[config.mk]
export PLATFORM = sky130hd
export DESIGN_NAME = pc_fetch_ctrl
export DESIGN_NICKNAME = d
export VERILOG_FILES = /design/src/rtl/pc_fetch_ctrl.sv
export SDC_FILE = /design/constraint.sdc
export NUM_CORES = 1
export LEC_CHECK = 0
export ABC_CLOCK_PERIOD_IN_PS = 4000
export CAP_MARGIN = 20
export CELL_PAD_IN_SITES_DETAIL_PLACEMENT = 1
export CELL_PAD_IN_SITES_GLOBAL_PLACEMENT = 1
export CORE_MARGIN = 5
export CORE_UTILIZATION = 26
export CTS_CLUSTER_SIZE = 20
export DETAILED_ROUTE_END_ITERATION = 10
export PLACE_DENSITY = 0.82
export REMOVE_ABC_BUFFERS = 1
export SLEW_MARGIN = 25
export SYNTH_ARGS = -nofsm -noshare
export SYNTH_HDL_FRONTEND = slang
export SYNTH_SLANG_ARGS = --single-unit
[constraint.sdc]
create_clock -name clk -period 4 [get_ports clk]
set_input_delay 0.6 -clock clk [delete_from_list [all_inputs] [get_ports clk]]
set_output_delay 0.6 -clock clk [all_outputs]
set_load 0.05 [all_outputs]
[src/rtl/pc_fetch_ctrl.sv]
// pc_fetch_ctrl
//   Sequencer for the 16-bit PC register of the single-cycle CPU. It issues
//   the instruction fetch request, waits for the memory handshake, presents
//   the fetched instruction to decode for one cycle, and then selects and
//   writes the next PC. The next-PC source is chosen by this priority:
//   halt > stall > jump > branch > sequential. It also counts the PC updates
//   it performs.
//
// Parameters
//   PC_STEP   sequential increment in bytes (default 2)
//   TRAP_VEC  redirect address used for a misaligned target (trap build only)
//
// Build option
//   MISALIGN_TRAP_EN  When defined, a jump or branch target with bit0=1 is
//                     replaced by TRAP_VEC and trap pulses. When undefined,
//                     target bit0 is cleared and trap is tied to 0.
//
// Ports
//   clk           in   rising-edge system clock
//   rst           in   asynchronous active-low reset
//   pc_cur        in   current PC (PC register output)
//   pc_next       out  next PC (PC register input), combinational
//   pc_wen        out  PC register write enable
//   imem_req      out  instruction fetch request
//   imem_addr     out  fetch address, always equal to pc_cur
//   imem_ack      in   memory ready; only sampled while imem_req=1
//   instr_valid   out  one-cycle pulse on entry to execute
//   branch_taken  in   conditional branch resolved taken
//   branch_target in   branch destination
//   jump          in   unconditional jump
//   jump_target   in   jump destination
//   stall         in   hazard hold: keep the current PC
//   halt          in   halt instruction decoded
//   halted        out  controller is halted (cleared only by reset)
//   trap          out  one-cycle pulse when a misaligned redirect is trapped
//   fetch_count   out  number of PC updates, saturating at 16'hFFFF
module pc_fetch_ctrl #(
  parameter logic [15:0] PC_STEP  = 16'd2,
  parameter logic [15:0] TRAP_VEC = 16'h0002
) (
  input  logic        clk,
  input  logic        rst,
  input  logic [15:0] pc_cur,
  output logic [15:0] pc_next,
  output logic        pc_wen,
  output logic        imem_req,
  output logic [15:0] imem_addr,
  input  logic        imem_ack,
  output logic        instr_valid,
  input  logic        branch_taken,
  input  logic [15:0] branch_target,
  input  logic        jump,
  input  logic [15:0] jump_target,
  input  logic        stall,
  input  logic        halt,
  output logic        halted,
  output logic        trap,
  output logic [15:0] fetch_count
);

  typedef enum logic [1:0] {
    S_IDLE   = 2'd0,
    S_REQ    = 2'd1,
    S_EXEC   = 2'd2,
    S_HALTED = 2'd3
  } state_t;

  state_t      state;
  state_t      state_nxt;
  logic        exec_first;
  logic [15:0] fetch_cnt_q;

  logic        redirect;
  logic [15:0] raw_target;
  logic [15:0] redir_pc;
  logic        misaligned;
  logic        advance;

  // Redirect target selection. Jump wins over branch.
  always_comb begin
    redirect   = jump | branch_taken;
    raw_target = jump ? jump_target : branch_target;
`ifdef MISALIGN_TRAP_EN
    misaligned = redirect & raw_target[0];
    redir_pc   = misaligned ? TRAP_VEC : raw_target;
`else
    misaligned = 1'b0;
    redir_pc   = raw_target & ~16'h0001;
`endif
  end

  // pc_next is valid in every state; the PC register only consumes it
  // while pc_wen is high. The sequential add wraps modulo 2^16.
  always_comb begin
    pc_next = redirect ? redir_pc : (pc_cur + PC_STEP);
  end

  assign imem_addr   = pc_cur;
  assign fetch_count = fetch_cnt_q;

  // The PC advances in execute unless halt or stall holds it.
  assign advance = (state == S_EXEC) && !halt && !stall;

  always_ff @(posedge clk or negedge rst) begin
    if (!rst) begin
      state <= S_IDLE;
    end else begin
      state <= state_nxt;
    end
  end

  // Marks the first execute cycle, so that instr_valid does not repeat
  // while a stall holds the controller in execute.
  always_ff @(posedge clk or negedge rst) begin
    if (!rst) begin
      exec_first <= 1'b0;
    end else begin
      exec_first <= (state == S_REQ) && imem_ack;
    end
  end

  always_ff @(posedge clk or negedge rst) begin
    if (!rst) begin
      fetch_cnt_q <= '0;
    end else if (advance && (fetch_cnt_q != '1)) begin
      fetch_cnt_q <= fetch_cnt_q + 16'd1;
    end
  end

  always_comb begin
    state_nxt   = state;
    pc_wen      = 1'b0;
    imem_req    = 1'b0;
    instr_valid = 1'b0;
    halted      = 1'b0;
    trap        = 1'b0;
    unique case (state)
      S_IDLE: begin
        state_nxt = S_REQ;
      end
      S_REQ: begin
        imem_req = 1'b1;
        if (imem_ack) begin
          state_nxt = S_EXEC;
        end
      end
      S_EXEC: begin
        instr_valid = exec_first;
        if (halt) begin
          state_nxt = S_HALTED;
        end else if (stall) begin
          state_nxt = S_EXEC;
        end else begin
          pc_wen    = 1'b1;
          trap      = misaligned;
          state_nxt = S_REQ;
        end
      end
      S_HALTED: begin
        halted    = 1'b1;
        state_nxt = S_HALTED;
      end
      default: begin
        state_nxt = S_IDLE;
      end
    endcase
  end

endmodule

==> results by group <==
Run status
  – Status: finished, final reports clean

Die
  – Core Area: around 6000 µm²
  – Initial core utilization: 0.267
  – Die Y: 88.0 µm
  – Ports: ~110
  – Chip width: just under 90 µm
  – # rows: 28
  – DIE AREA: slightly below 8000 µm²

Route
  – Vias per inst: roughly 5
  – DRC Markers: 0
  – Total routed wirelength: around 5.7 mm
  – DR iter-0 viols: 34
  – Drt first pass iters: 4
  – Vias post-DR: 1777
  – Post-DRT Antenna Nets: 0
  – Wire per inst: about 16 µm

STA
  – Setup ws final: 0.394 ns
  – Fin. Hold Viols: 0
  – Final min period: 3.61 ns
  – Final setup TNS: 0 ns
  – Period utilization: 0.902
  – Setup Skew: 0.00217 ns
  – Setup violations, final: 0
  – RSZ-0062 raised after global routing: no
  – F_max: 277 MHz
  – Final Slew Violations: 0
  – Worst Max-Slew Pin Slew: 0.869 ns
  – Slew margin rel.: 0.419

Critical path
  – Critical path startpoint category: primary input
  – CP Cell Sequence: clkdlybuf4s50_1, ha_1, nand4_1, nor4_1, xnor2_1, o21ai_0, clkdlybuf4s50_1
  – Crit path DAT: between 3 and 4 ns
  – RR Startpoint: fetch_count[0]
  – FF-to-FF End: fetch_count[1]
  – Worst r2r path cells: 5
  – Worst Path Buf+Inv: 2
  – Critical path type: primary input to primary output
  – Max incr delay on CP: 0.83 ns
  – CP most frequent cell: clkdlybuf4s50_1
  – Critical-path maximum fanout: 5
  – CP max stage cell: clkdlybuf4s50_1
  – Family with the most delay on the worst path: buffers and inverters
  – Critical path required time: 3.40 ns
  – R2R Setup Slk: slightly below 2 ns
  – CP endpoint kind: primary output

Global route
  – First-pass GRT wire length: 9.13 mm
  – Vias in the first global route: 1925
  – Grt ovf: 0
  – Pin count of the biggest net entering global routing: 20
  – Initial antenna violation count: 0
  – Total track usage: 0.148

Clock network
  – Clock Sinks: 19
  – Worst-Skew Late Latency: approximately 0.27 ns
  – Maximum root-to-sink buffer count: 2
  – Hold_buf cts: 0
  – CTS tree: done
  – CTS root buf: clkbuf_8
  – Resized Gates After CTS: 0
  – Num CTS Buffers: 3
  – Reg clk slew, reported paths: 0.08 ns
  – H-tree levels: 1
  – Setup bufs post-CTS: 0

Layout
  – FILL cells: 712
  – # diodes: 0
  – Area of the multi-input gates: 941 µm²
  – Post-Layout Cell Count: roughly 360
  – Final core occ: 0.444
  – Fraction of layout cells with a size suffix above 1: 0.0641
  – Fin nets: 339
  – FF/Latch Area: 475 µm²
  – Syn-to-layout area delta: 66.2%
  – Post-route cell area: 2630 µm²

Logic synthesis
  – Ys Warns: 0
  – Cells after synthesis: about 190
  – EDFF count, synth: 0
  – Top FF cell, synth: dfrtp_1
  – Seq cells post-synth: 19
  – Register area share after synthesis: 0.301
  – Synthesized area: roughly 1600 µm²
  – Yosys cell types: 40
  – Asr flop ratio synth: 1.00
  – Synthesized area per cell: 8.28 µm²

Place
  – Placement Cell Area: 2580 µm²
  – Dpl ws: approximately 0.4 ns
  – Dpl hpwl: 4.75 mm
  – Routability cong.: between 0.7 and 0.8
  – Buffers on Ports: 104
  – Placed Cells: 352

Min path
  – Worst Hold End: fetch_count[11]
  – WHS Path Cells: 1
  – Hold path start: fetch_count[11]
  – HP Class: register to register

Power and ir drop
  – Worst IR drop on VDD: 0.131 mV
  – Pleak: 1.06 nW
  – Power Density: roughly 230 nW/µm²

Run
  – Max-cap viol count: 0
## registers in the layout, summed over array words and instances, names as in the netlist
name / cells
state: 2
exec_first: 1
fetch_count: 16
## final cells by class
type | count | share of cell area
Clock buffer | 3 | 0.0157
Clock inverter | 1 | 0.00190
Inverter | 7 | 0.0100
Multi-Input combinational cell | 145 | 0.358
Sequential cell | 19 | 0.181
Tap cell | 75 | 0.0357
Timing Repair Buffer | 106 | 0.398
## worst register-to-register path: stages, from the launching register on
cell	delay, ns
dfrtp_1	0.43
ha_1	0.24
nand3_1	0.18
nor4_4	0.55
a21oi_2	0.18
mux2_4	0.32
## placed cells by master, fill, tap and decap left out, types with 2 or more instances in the layout
cell type        count
clkdlybuf4s50_1    100
dfrtp_1             19
nand2_1             18
o21ai_0             14
xnor2_1             13
nand3_1             12
nor3_1              10
a21oi_1             10
nor2_1               9
inv_1                6
a22oi_1              6
xor2_1               6
buf_4                6
and3_1               5
nand4_1              4
nor4_1               4
mux2i_1              4
o22ai_1              3
or3_1                3
clkbuf_8             3
and2_1               2
mux2_2               2
a41oi_1              2
a31oi_1              2
ha_1                 2
## stage by stage
stage,hold slack (ns),power (mW)
after floorplan,0.304,0.299
after global placement,0.489,0.454
after detailed placement,0.498,0.457
after CTS,0.511,0.601
after global routing,0.528,0.619
final,0.505,0.595
## report_power, final
part	total, mW	switching (mW)	internal (mW)	leakage (nW)
registers	0.198	0.00350	0.194	0.254
logic	0.253	0.148	0.105	0.785
clock network	0.144	0.0746	0.0698	0.0255
total	0.595	0.226	0.369	1.06
## logic make-up (layout without fill, tap and decap cells)
family | Yosys count | count (layout) | synth area share
AOI/OAI and AO/OA | 42 | 42 | 0.163
xor gates and xnor gates | 19 | 19 | 0.105
adders and majority gates | 2 | 2 | 0.0158
buffers and inverters | 27 | 117 | 0.104
DFF | 19 | 19 | 0.301
muxes | 7 | 7 | 0.0490
other | 1 | 1 | 0.00237
and+or+nand+nor | 74 | 74 | 0.259
## cells in the mapped netlist (2+ instances only)
| cell | instances | area share |
|---|---|---|
| xnor2_1 | 13 | 0.072 |
| nand3_1 | 12 | 0.038 |
| mux2i_1 | 4 | 0.025 |
| xor2_1 | 6 | 0.033 |
| buf_4 | 17 | 0.081 |
| nand2_1 | 18 | 0.043 |
| or3_1 | 3 | 0.012 |
| inv_1 | 6 | 0.014 |
| nand4_1 | 4 | 0.016 |
| mux2_2 | 2 | 0.014 |
| clkbuf_1 | 2 | 0.0047 |
| nor3_1 | 10 | 0.032 |
| nor4_1 | 4 | 0.016 |
| o22ai_1 | 3 | 0.012 |
| ha_1 | 2 | 0.016 |
| a31oi_1 | 2 | 0.0079 |
| o21ai_0 | 14 | 0.044 |
| dfrtp_1 | 19 | 0.30 |
| and3_1 | 5 | 0.020 |
| a41oi_1 | 2 | 0.011 |
| a22oi_1 | 6 | 0.028 |
| nor2_1 | 9 | 0.021 |
| and2_1 | 2 | 0.0079 |
| a21oi_1 | 10 | 0.032 |
## worst max path at each step
stage                         start           to  depth (start not counted)
after global placement    pc_cur[1]  pc_next[15]                          7
final                     pc_cur[1]  pc_next[15]                          7
after global routing      pc_cur[1]  pc_next[15]                          7
after floorplan           pc_cur[1]   pc_next[6]                          4
after CTS                 pc_cur[1]  pc_next[15]                          7
after detailed placement  pc_cur[1]  pc_next[15]                          7
## routing by layer
| metal | global-route usage | share of wire | up-vias | wire length (µm) |
|---|---|---|---|---|
| met2 | 0.277 | 0.52 | 62 | 2970 |
| met4 | 0.0502 | 0.013 | 0 | 74 |
| met1 | 0.162 | 0.39 | 853 | 2190 |
| li1 | - | - | 856 | - |
| met3 | 0.0348 | 0.076 | 6 | 433 |
| met5 | 0 | 0 | - | 0 |
Power figures use the tool's default switching activity.
